<file path="config.mk">
export PLATFORM = sky130hd
export DESIGN_NAME = branch_resolution_unit
export DESIGN_NICKNAME = d
export VERILOG_FILES = /design/src/rtl/branch_resolution_unit.sv
export SDC_FILE = /design/constraint.sdc
export NUM_CORES = 1
export LEC_CHECK = 0
export CORE_MARGIN = 10
export CORE_UTILIZATION = 55
export CTS_CLUSTER_SIZE = 10
export DETAILED_ROUTE_END_ITERATION = 16
export GPL_TIMING_DRIVEN = 0
export HOLD_SLACK_MARGIN = 0.1
export PLACE_DENSITY = 0.9
export SKIP_LAST_GASP = 1
export SLEW_MARGIN = 10
export SYNTH_ARGS = -nofsm -noshare
export SYNTH_HDL_FRONTEND = slang
export SYNTH_SLANG_ARGS = --single-unit
</file>
<file path="constraint.sdc">
create_clock -name clk -period 8.55 [get_ports clk]
set_input_delay 0.855 -clock clk [delete_from_list [all_inputs] [get_ports clk]]
set_output_delay 0.855 -clock clk [all_outputs]
set_load 0.02 [all_outputs]
</file>
<file path="src/rtl/branch_resolution_unit.sv">
// Branch resolution unit: tracks each fetched instruction's predicted next PC,
// checks it against the EX outcome, redirects/flushes on mispredict and trains the predictor.
`ifndef DataBusBits
`define DataBusBits 64
`endif

module branch_resolution_unit #(
    parameter int DEPTH        = 4,
    parameter int FLUSH_CYCLES = 2,
    parameter int CNT_W        = 32
) (
    input  logic                    clk,
    input  logic                    reset,
    input  logic                    fetch_valid,
    input  logic [`DataBusBits-1:0] fetch_pc,
    input  logic [`DataBusBits-1:0] fetch_pred,
    output logic                    fetch_stall,
    input  logic                    res_valid,
    input  logic                    res_is_cti,
    input  logic                    res_taken,
    input  logic [`DataBusBits-1:0] res_target,
    output logic                    redirect_valid,
    output logic [`DataBusBits-1:0] redirect_pc,
    output logic                    flush,
    output logic                    bp_we,
    output logic                    bp_taken,
    output logic [`DataBusBits-1:0] bp_pc,
    output logic [`DataBusBits-1:0] bp_target,
    output logic [CNT_W-1:0]        cti_count,
    output logic [CNT_W-1:0]        mispred_count,
    output logic                    underflow_err
);

    localparam int PTR_W = (DEPTH > 1) ? $clog2(DEPTH) : 1;
    localparam int CQ_W  = PTR_W + 1;
    localparam int REC_W = $clog2(FLUSH_CYCLES + 1);

    typedef enum logic {NORMAL, RECOVER} state_t;

    state_t                  state;
    logic [REC_W-1:0]        recCnt;
    logic [PTR_W-1:0]        head;
    logic [PTR_W-1:0]        tail;
    logic [CQ_W-1:0]         count;
    logic [`DataBusBits-1:0] pcQ   [DEPTH];
    logic [`DataBusBits-1:0] predQ [DEPTH];

    logic                    full;
    logic                    resolveOk;
    logic                    mispredict;
    logic                    pushOk;
    logic [`DataBusBits-1:0] headPc;
    logic [`DataBusBits-1:0] actualNext;

    // A full queue still accepts a push when the head pops in the same cycle.
    always_comb begin
        full        = (count == CQ_W'(DEPTH));
        fetch_stall = full | (state == RECOVER);
        flush       = (state == RECOVER);
        headPc      = pcQ[head];
        resolveOk   = res_valid & (count != '0) & (state == NORMAL);
        actualNext  = (res_is_cti & res_taken) ? res_target
                                               : headPc + `DataBusBits'(4);
        mispredict  = resolveOk & (actualNext != predQ[head]);
        pushOk      = fetch_valid & (state == NORMAL) & ~mispredict & (~full | resolveOk);
    end

    always_ff @(posedge clk) begin
        if (pushOk) begin
            pcQ[tail]   <= fetch_pc;
            predQ[tail] <= fetch_pred;
        end
    end

    always_ff @(posedge clk or negedge reset) begin
        if (!reset) begin
            state          <= NORMAL;
            recCnt         <= '0;
            head           <= '0;
            tail           <= '0;
            count          <= '0;
            redirect_valid <= 1'b0;
            redirect_pc    <= '0;
            bp_we          <= 1'b0;
            bp_taken       <= 1'b0;
            bp_pc          <= '0;
            bp_target      <= '0;
            cti_count      <= '0;
            mispred_count  <= '0;
            underflow_err  <= 1'b0;
        end else begin
            redirect_valid <= 1'b0;
            bp_we          <= 1'b0;

            case (state)
                NORMAL: begin
                    if (mispredict) begin
                        state          <= RECOVER;
                        recCnt         <= REC_W'(FLUSH_CYCLES - 1);
                        head           <= '0;
                        tail           <= '0;
                        count          <= '0;
                        redirect_valid <= 1'b1;
                        redirect_pc    <= actualNext;
                    end else begin
                        if (resolveOk) head <= head + PTR_W'(1);
                        if (pushOk)    tail <= tail + PTR_W'(1);
                        if (pushOk && !resolveOk)      count <= count + CQ_W'(1);
                        else if (!pushOk && resolveOk) count <= count - CQ_W'(1);
                    end
                    if (res_valid && count == '0) underflow_err <= 1'b1;
                end
                RECOVER: begin
                    if (recCnt == '0) state  <= NORMAL;
                    else              recCnt <= recCnt - REC_W'(1);
                end
                default: state <= NORMAL;
            endcase

            // Training and statistics only see resolves accepted in NORMAL.
            if (resolveOk && res_is_cti) begin
                bp_we     <= 1'b1;
                bp_pc     <= headPc;
                bp_target <= res_target;
                bp_taken  <= res_taken;
                if (cti_count != '1) cti_count <= cti_count + CNT_W'(1);
            end
            if (mispredict && mispred_count != '1)
                mispred_count <= mispred_count + CNT_W'(1);
        end
    end

endmodule

</file>
After elaboration in Yosys (flattened, before gate mapping)
Memories as Yosys holds them, arrays and structs flattened.
Cells that the tools add are included.
{ "totals": {"ram_bits": 512, "ff_bits": 270, "output_inout_bits": 262, "mem_count": 2, "elab_cells": 80, "in_bits": 198} }
{ "classes": {"add_sub_neg": 8, "n_reduce_logical": 20, "n_mux": 18, "n_eq_ne": 6, "bitwise": 12} }
{ "mem_list": {"columns": ["name", "words", "word_bits", "read_ports", "rd_ports_with_merged_regs", "wr", "line_no", "rtl"], "rows": [
  ["pcQ", 4, 64, 1, 0, 1, "45", "logic [`DataBusBits-1:0] pcQ [DEPTH];"],
  ["predQ", 4, 64, 1, 0, 1, "46", "logic [`DataBusBits-1:0] predQ [DEPTH];"]
]} }
{ "ops": {"columns": ["operator", "n"], "rows": [
  ["$add A32 B1 Y32 const B", 2],
  ["$add A64 B3 Y64 const B", 1],
  ["$mux W64", 1],
  ["$ne A32 B32 Y1 const B", 2],
  ["$ne A64 B64 Y1", 1],
  ["$reduce_and A2 Y1", 7],
  ["$mux W2", 6],
  ["$mux W3", 3],
  ["$and A1 B1 Y1", 7],
  ["$mux W1", 6],
  ["$reduce_bool A3 Y1", 2],
  ["$logic_and A1 B1 Y1", 5],
  ["$add A2 B1 Y2 const B", 2],
  ["$ne A2 B2 Y1 const B", 2],
  ["$pmux W2 S2", 1],
  ["$reduce_bool A2 Y1", 2],
  ["$add A3 B1 Y3 const B", 1],
  ["$eq A3 B3 Y1 const B", 1],
  ["$logic_not A3 Y1", 1],
  ["$not A1 Y1", 3],
  ["$sub A3 B1 Y3 const B", 1],
  ["$logic_not A1 Y1", 2],
  ["$logic_not A2 Y1", 1],
  ["$or A1 B1 Y1", 2],
  ["other kinds (2)", 2]
]} }

Logic depth before layout (Yosys ltp)
An unclocked memory read counts as a cell.
{ "depth": {"word_depth": 13, "ltp_mapped": 23} }

Least setup slack after synthesis
OpenSTA, ideal clock, no wires.
{ "synth_path": {"path_kind": "reg-to-reg", "from": "register head[0]", "to": "memory pcQ[0][0] in the netlist's numbering, enable pin", "setup_slack_ps": 985, "period_less_slack_ps": 7565, "n_path_buf": 5, "arrival_ps": 7062, "setup_ps": 503, "stages_incl_launch_ff": 20, "t_required_ps": 8047, "path_cell_list": "dfrtp_1 > buf_6 > buf_8 > buf_6 > mux4_2 > ha_1 > nand3_1 > or4_4 > buf_2 > nor4_1 > xnor2_1 > nor2_1 > a2111oi_0 > and4_1 > nand3_1 > o21ai_4 > inv_2 > buf_2 > nor2_2 > and2_1"} }
{ "synth_between": {"elab_chain_len": 10} }
{ "synth_lines": {"columns": ["element", "line_no", "rtl"], "rows": [
  ["start: declaration", "42", "logic [PTR_W-1:0] head;"],
  ["start signal: assignment", "106", "if (resolveOk) head <= head + PTR_W'(1);"],
  ["$mem_v2 Z4 W64", null, null],
  ["net headPc[2]", "52", "logic [`DataBusBits-1:0] headPc;"],
  ["$add A64 B3 Y64", "63", ": headPc + `DataBusBits'(4);"],
  ["$mux W64", "62", "actualNext = (res_is_cti & res_taken) ? res_target"],
  ["$ne A64 B64 Y1", "64", "mispredict = resolveOk & (actualNext != predQ[head]);"],
  ["$and A1 B1 Y1", "64", null],
  ["$not A1 Y1", "65", "pushOk = fetch_valid & (state == NORMAL) & ~mispredict & (~full | resolveOk);"],
  ["$and A1 B1 Y1 (2 in series)", "65", null],
  ["$mux W1", "69", "if (pushOk) begin"],
  ["$mux W1 (not written as such)", "70", "pcQ[tail] <= fetch_pc;"],
  ["end: declaration", "45", null]
]} }
The timed path passes the listed nets, and every way through them passes these cells.

Worst setup path after layout
{ "layout_path": {"from": "register head[1]", "to": "memory pcQ[1][46] in the netlist's numbering, enable pin"} }
{ "layout_between": {"elab_chain_len": 10} }
{ "layout_lines": {"columns": ["element", "line_no"], "rows": [
  ["$mem_v2 Z4 W64", null],
  ["$add A64 B3 Y64", "63"],
  ["$mux W64", "62"],
  ["$ne A64 B64 Y1 *", "64"],
  ["$and A1 B1 Y1 *", "64"],
  ["$not A1 Y1 *", "65"],
  ["$and A1 B1 Y1 * (2 in series)", "65"],
  ["$mux W1 *", "69"],
  ["$mux W1 (not written as such) *", "70"]
]} }
Mark *: on every way between the ends. The rest lies on a longest branch, timed or not.

==> impl_metrics.tcl <==
set metrics [dict create \
    drt_wl_total_um 137400 \
    crit_required_ps 8870 \
    synth.distinct_cells 88 \
    drt_iter0_markers 3861 \
    min_path_type "reg2reg" \
    p_seq_frac 0.405 \
    period_needed_ps 7993 \
    worst_path_max_delay_cell "o41ai_2" \
    antenna_found_initial 7 \
    cts-htree-levels 3 \
    cp_max_fo 49 \
    dpl.cell_count 3685 \
    dpl.hpwl_um 101800 \
    final_core_util 0.6977 \
    root_buffer "clkbuf_16" \
    grt_pass1_wl_um 195000 \
    cpPeakStageDelay_ps 870 \
    cts_setup_buffers 0 \
    initial_core_util 0.5580 \
    synth_cells 2377 \
    r2r_end "pcQ[1][46]" \
    cts_tree "done" \
    wire_per_inst_um 35.65 \
    first_pass_iters 6 \
    ys_seq_area_frac 0.6391 \
    p_int_w 0.008735 \
    min_to "underflow_err" \
    holdPathStages 1 \
    area_delta_synth_final_pct 25.03 \
    placed_area_um2 40580 \
    end_kind "flop" \
    cts_made_buffers 89 \
    insertion_delay_ps 680 \
    p_comb_frac 0.329 \
    ant_nets 0 \
    dieArea_um2 73390 \
    power_leakage_nw 15.37 \
    final_common_cell "edfxtp_1" \
    pin_count 460 \
    p_switching_w 0.004727 \
    cpMostUsedCell "buf_2" \
    instances_no_fill 3855 \
    crit_chain "buf_2 > buf_4 > buf_2 > buf_4 > buf_4 > buf_2 > clkbuf_1 > clkbuf_1 > nand2_1 > o21ai_0 > nor3b_1 > o41ai_2 > nand3_1 > nor4_1 > nand3_1 > o21ai_4 > inv_2 > buf_2 > nor2_2 > and2_4 > buf_16" \
    synth_flop_cell "edfxtp_1" \
    synth-edff-count 512 \
    reg2reg_slack_ps 560 \
    drc 0 \
    finClkSkew_ps 54.16 \
    rr_worst_depth 21 \
    syn_nets 2584 \
    fin_crit_sh 0.9349 \
    worst_pin_slew_ps 1278 \
    hold_path_startpoint "underflow_err" \
    synth-async-reset-ratio 0.3453 \
    peakVddDrop_mv 0.2616 \
    netlist_area_um2 34630 \
    port-buffer-count 459 \
    syn_avg_cell_area_um2 14.57 \
    power.density_nw_per_um2 311.0 \
    globalRouteTotalUtil 0.3687 \
    crit_type "reg2reg" \
    tns_ps 0 \
    drt-vias-per-instance 6.647 \
    place_congestion 0.9940 \
    max_slew_margin 0.1372 \
    drive_gt1_frac 0.1511 \
    slew_viol_final 0 \
    finalInstanceArea_um2 43290 \
    dr_total_vias 25626 \
    setup_viol_count_final 0 \
    hold_viol_final 0 \
    rsz0062_at_grt "no" \
    die_y_um 270.9 \
    gr-total-overflow 0 \
    yosys_warnings 0 \
    core-area_um2 62050 \
    cts_sinks 782 \
    nNetsFinal 3147 \
    rows 91 \
    crit_path_start_kind "flop" \
    mostFrequentLayoutCells "512 x edfxtp_1, 458 x clkdlybuf4s50_1, 270 x dfrtp_1, 235 x nand2_1, 133 x xnor2_1" \
    die_w_um 270.9 \
    synth-seq-cells 782 \
    netSwitchingFraction 0.3511 \
    cts.clk_slew.worst_paths_ps 60 \
    clock_path_buffers 3 \
    drv_cap 0 \
    r2r_start "head[1]" \
    clkPwrFrac 0.266 \
    grt_pass1_vias 26062 \
    fmax_mhz 125.1 \
    outcome "complete, no violations" \
    crit_arrival_ps 8320 \
    grt_max_degree 83 \
]
-- worst max path at each step --
stage                           from       endpoint  cells after the start
after floorplan              head[0]      pcQ[0][0]                     19
after global placement         reset  bp_target[57]                      1
after detailed placement  res_is_cti     pcQ[1][39]                     16
after CTS                    head[1]     pcQ[1][22]                     21
after global routing         head[1]     pcQ[1][22]                     21
final                        head[1]     pcQ[1][46]                     21
-- per-layer routing --
| metal | global-route usage | up-vias | share of wire |
|---|---|---|---|
| met5 | 0 | - | 0.00017 |
| met4 | 0.1676 | 4 | 0.053 |
| met3 | 0.08133 | 361 | 0.10 |
| met2 | 0.6108 | 1984 | 0.48 |
| met1 | 0.4593 | 13031 | 0.36 |
| li1 | - | 10246 | - |
-- synthesized netlist by cell type (30+ instances only) --
cell        n  share of area
xor2_1     64          0.016
and3_1     34         0.0061
inv_1      34         0.0037
dfrtp_1   270           0.20
a21oi_1    40         0.0058
nand4_1    71          0.013
clkbuf_1   52         0.0056
nor4_1     33         0.0060
nand3_1    77          0.011
xnor2_1   133          0.034
mux4_2    125          0.081
nor3_1     52         0.0075
nand2_1   235          0.025
edfxtp_1  512           0.44
o21ai_0    62         0.0090
buf_2      30         0.0043
mux2_2    126          0.041
nor2_1     91         0.0099
-- stage by stage --
stage / setup WS (ps) / total power, W / hold WS [ps]
final: 556.6 / 0.01346 / 458.6
after floorplan: 985.0 / 0.007497 / 445.8
after detailed placement: 792.5 / 0.009783 / 447.2
after global placement: -5111 / 0.009619 / 444.3
after global routing: 350.2 / 0.01381 / 491.2
after CTS: 756.9 / 0.01340 / 463.3
-- state kept, by name, indices dropped and copies added (netlist names), 2 cells and up --
name and count:
count 3, mispred_count 32, predQ 256, tail 2, redirect_pc 64, pcQ 256, recCnt 2, bp_target 64
head 2, bp_pc 64, cti_count 32
-- cells by family after synthesis --
kind of cell / Yosys count / synth area share
DFF: 782 / 0.6391
and+or+nand+nor: 738 / 0.1119
muxes: 274 / 0.1296
AOI/OAI and AO/OA: 221 / 0.04184
xor gates and xnor gates: 200 / 0.05182
buffers and inverters: 153 / 0.02222
adders and majority gates: 9 / 0.003469
-- timing repair --
action / 4_1_cts / 5_1_grt
resized for setup: 0 / 0
hold endpoints to repair: 9 / 0
hold buffers: 1 / 0
-- area by class of cell --
type                            instances  area (um2)
Antenna cell                            6       15.01
Buffer                                117       635.6
Clock buffer                          153        2477
Clock inverter                         10       211.5
Fill cell                            3912       18760
Inverter                               36       135.1
Multi-Input combinational cell       1442       11740
Sequential cell                       782       22130
Tap cell                              837        1047
Timing Repair Buffer                  472        4897
-- power groups by stage --
stage          registers, W  clock network, W  logic (W)
2_1_floorplan       0.00596                 0    0.00153
3_3_place_gp        0.00548                 0    0.00414
3_5_place_dp        0.00546                 0    0.00432
4_1_cts             0.00543           0.00359    0.00438
5_1_grt             0.00550           0.00373    0.00459
6_report            0.00545           0.00358    0.00443
-- critical path, delay by kind of cell (launching register included) --
| family | cells | cell delay [ps] |
|---|---|---|
| buffers and inverters | 11 | 3600 |
| AOI/OAI and AO/OA | 3 | 1540 |
| and+or+nand+nor | 7 | 1930 |
| DFF | 1 | 400 |
Note: power is estimated with default switching activity, not from simulation.
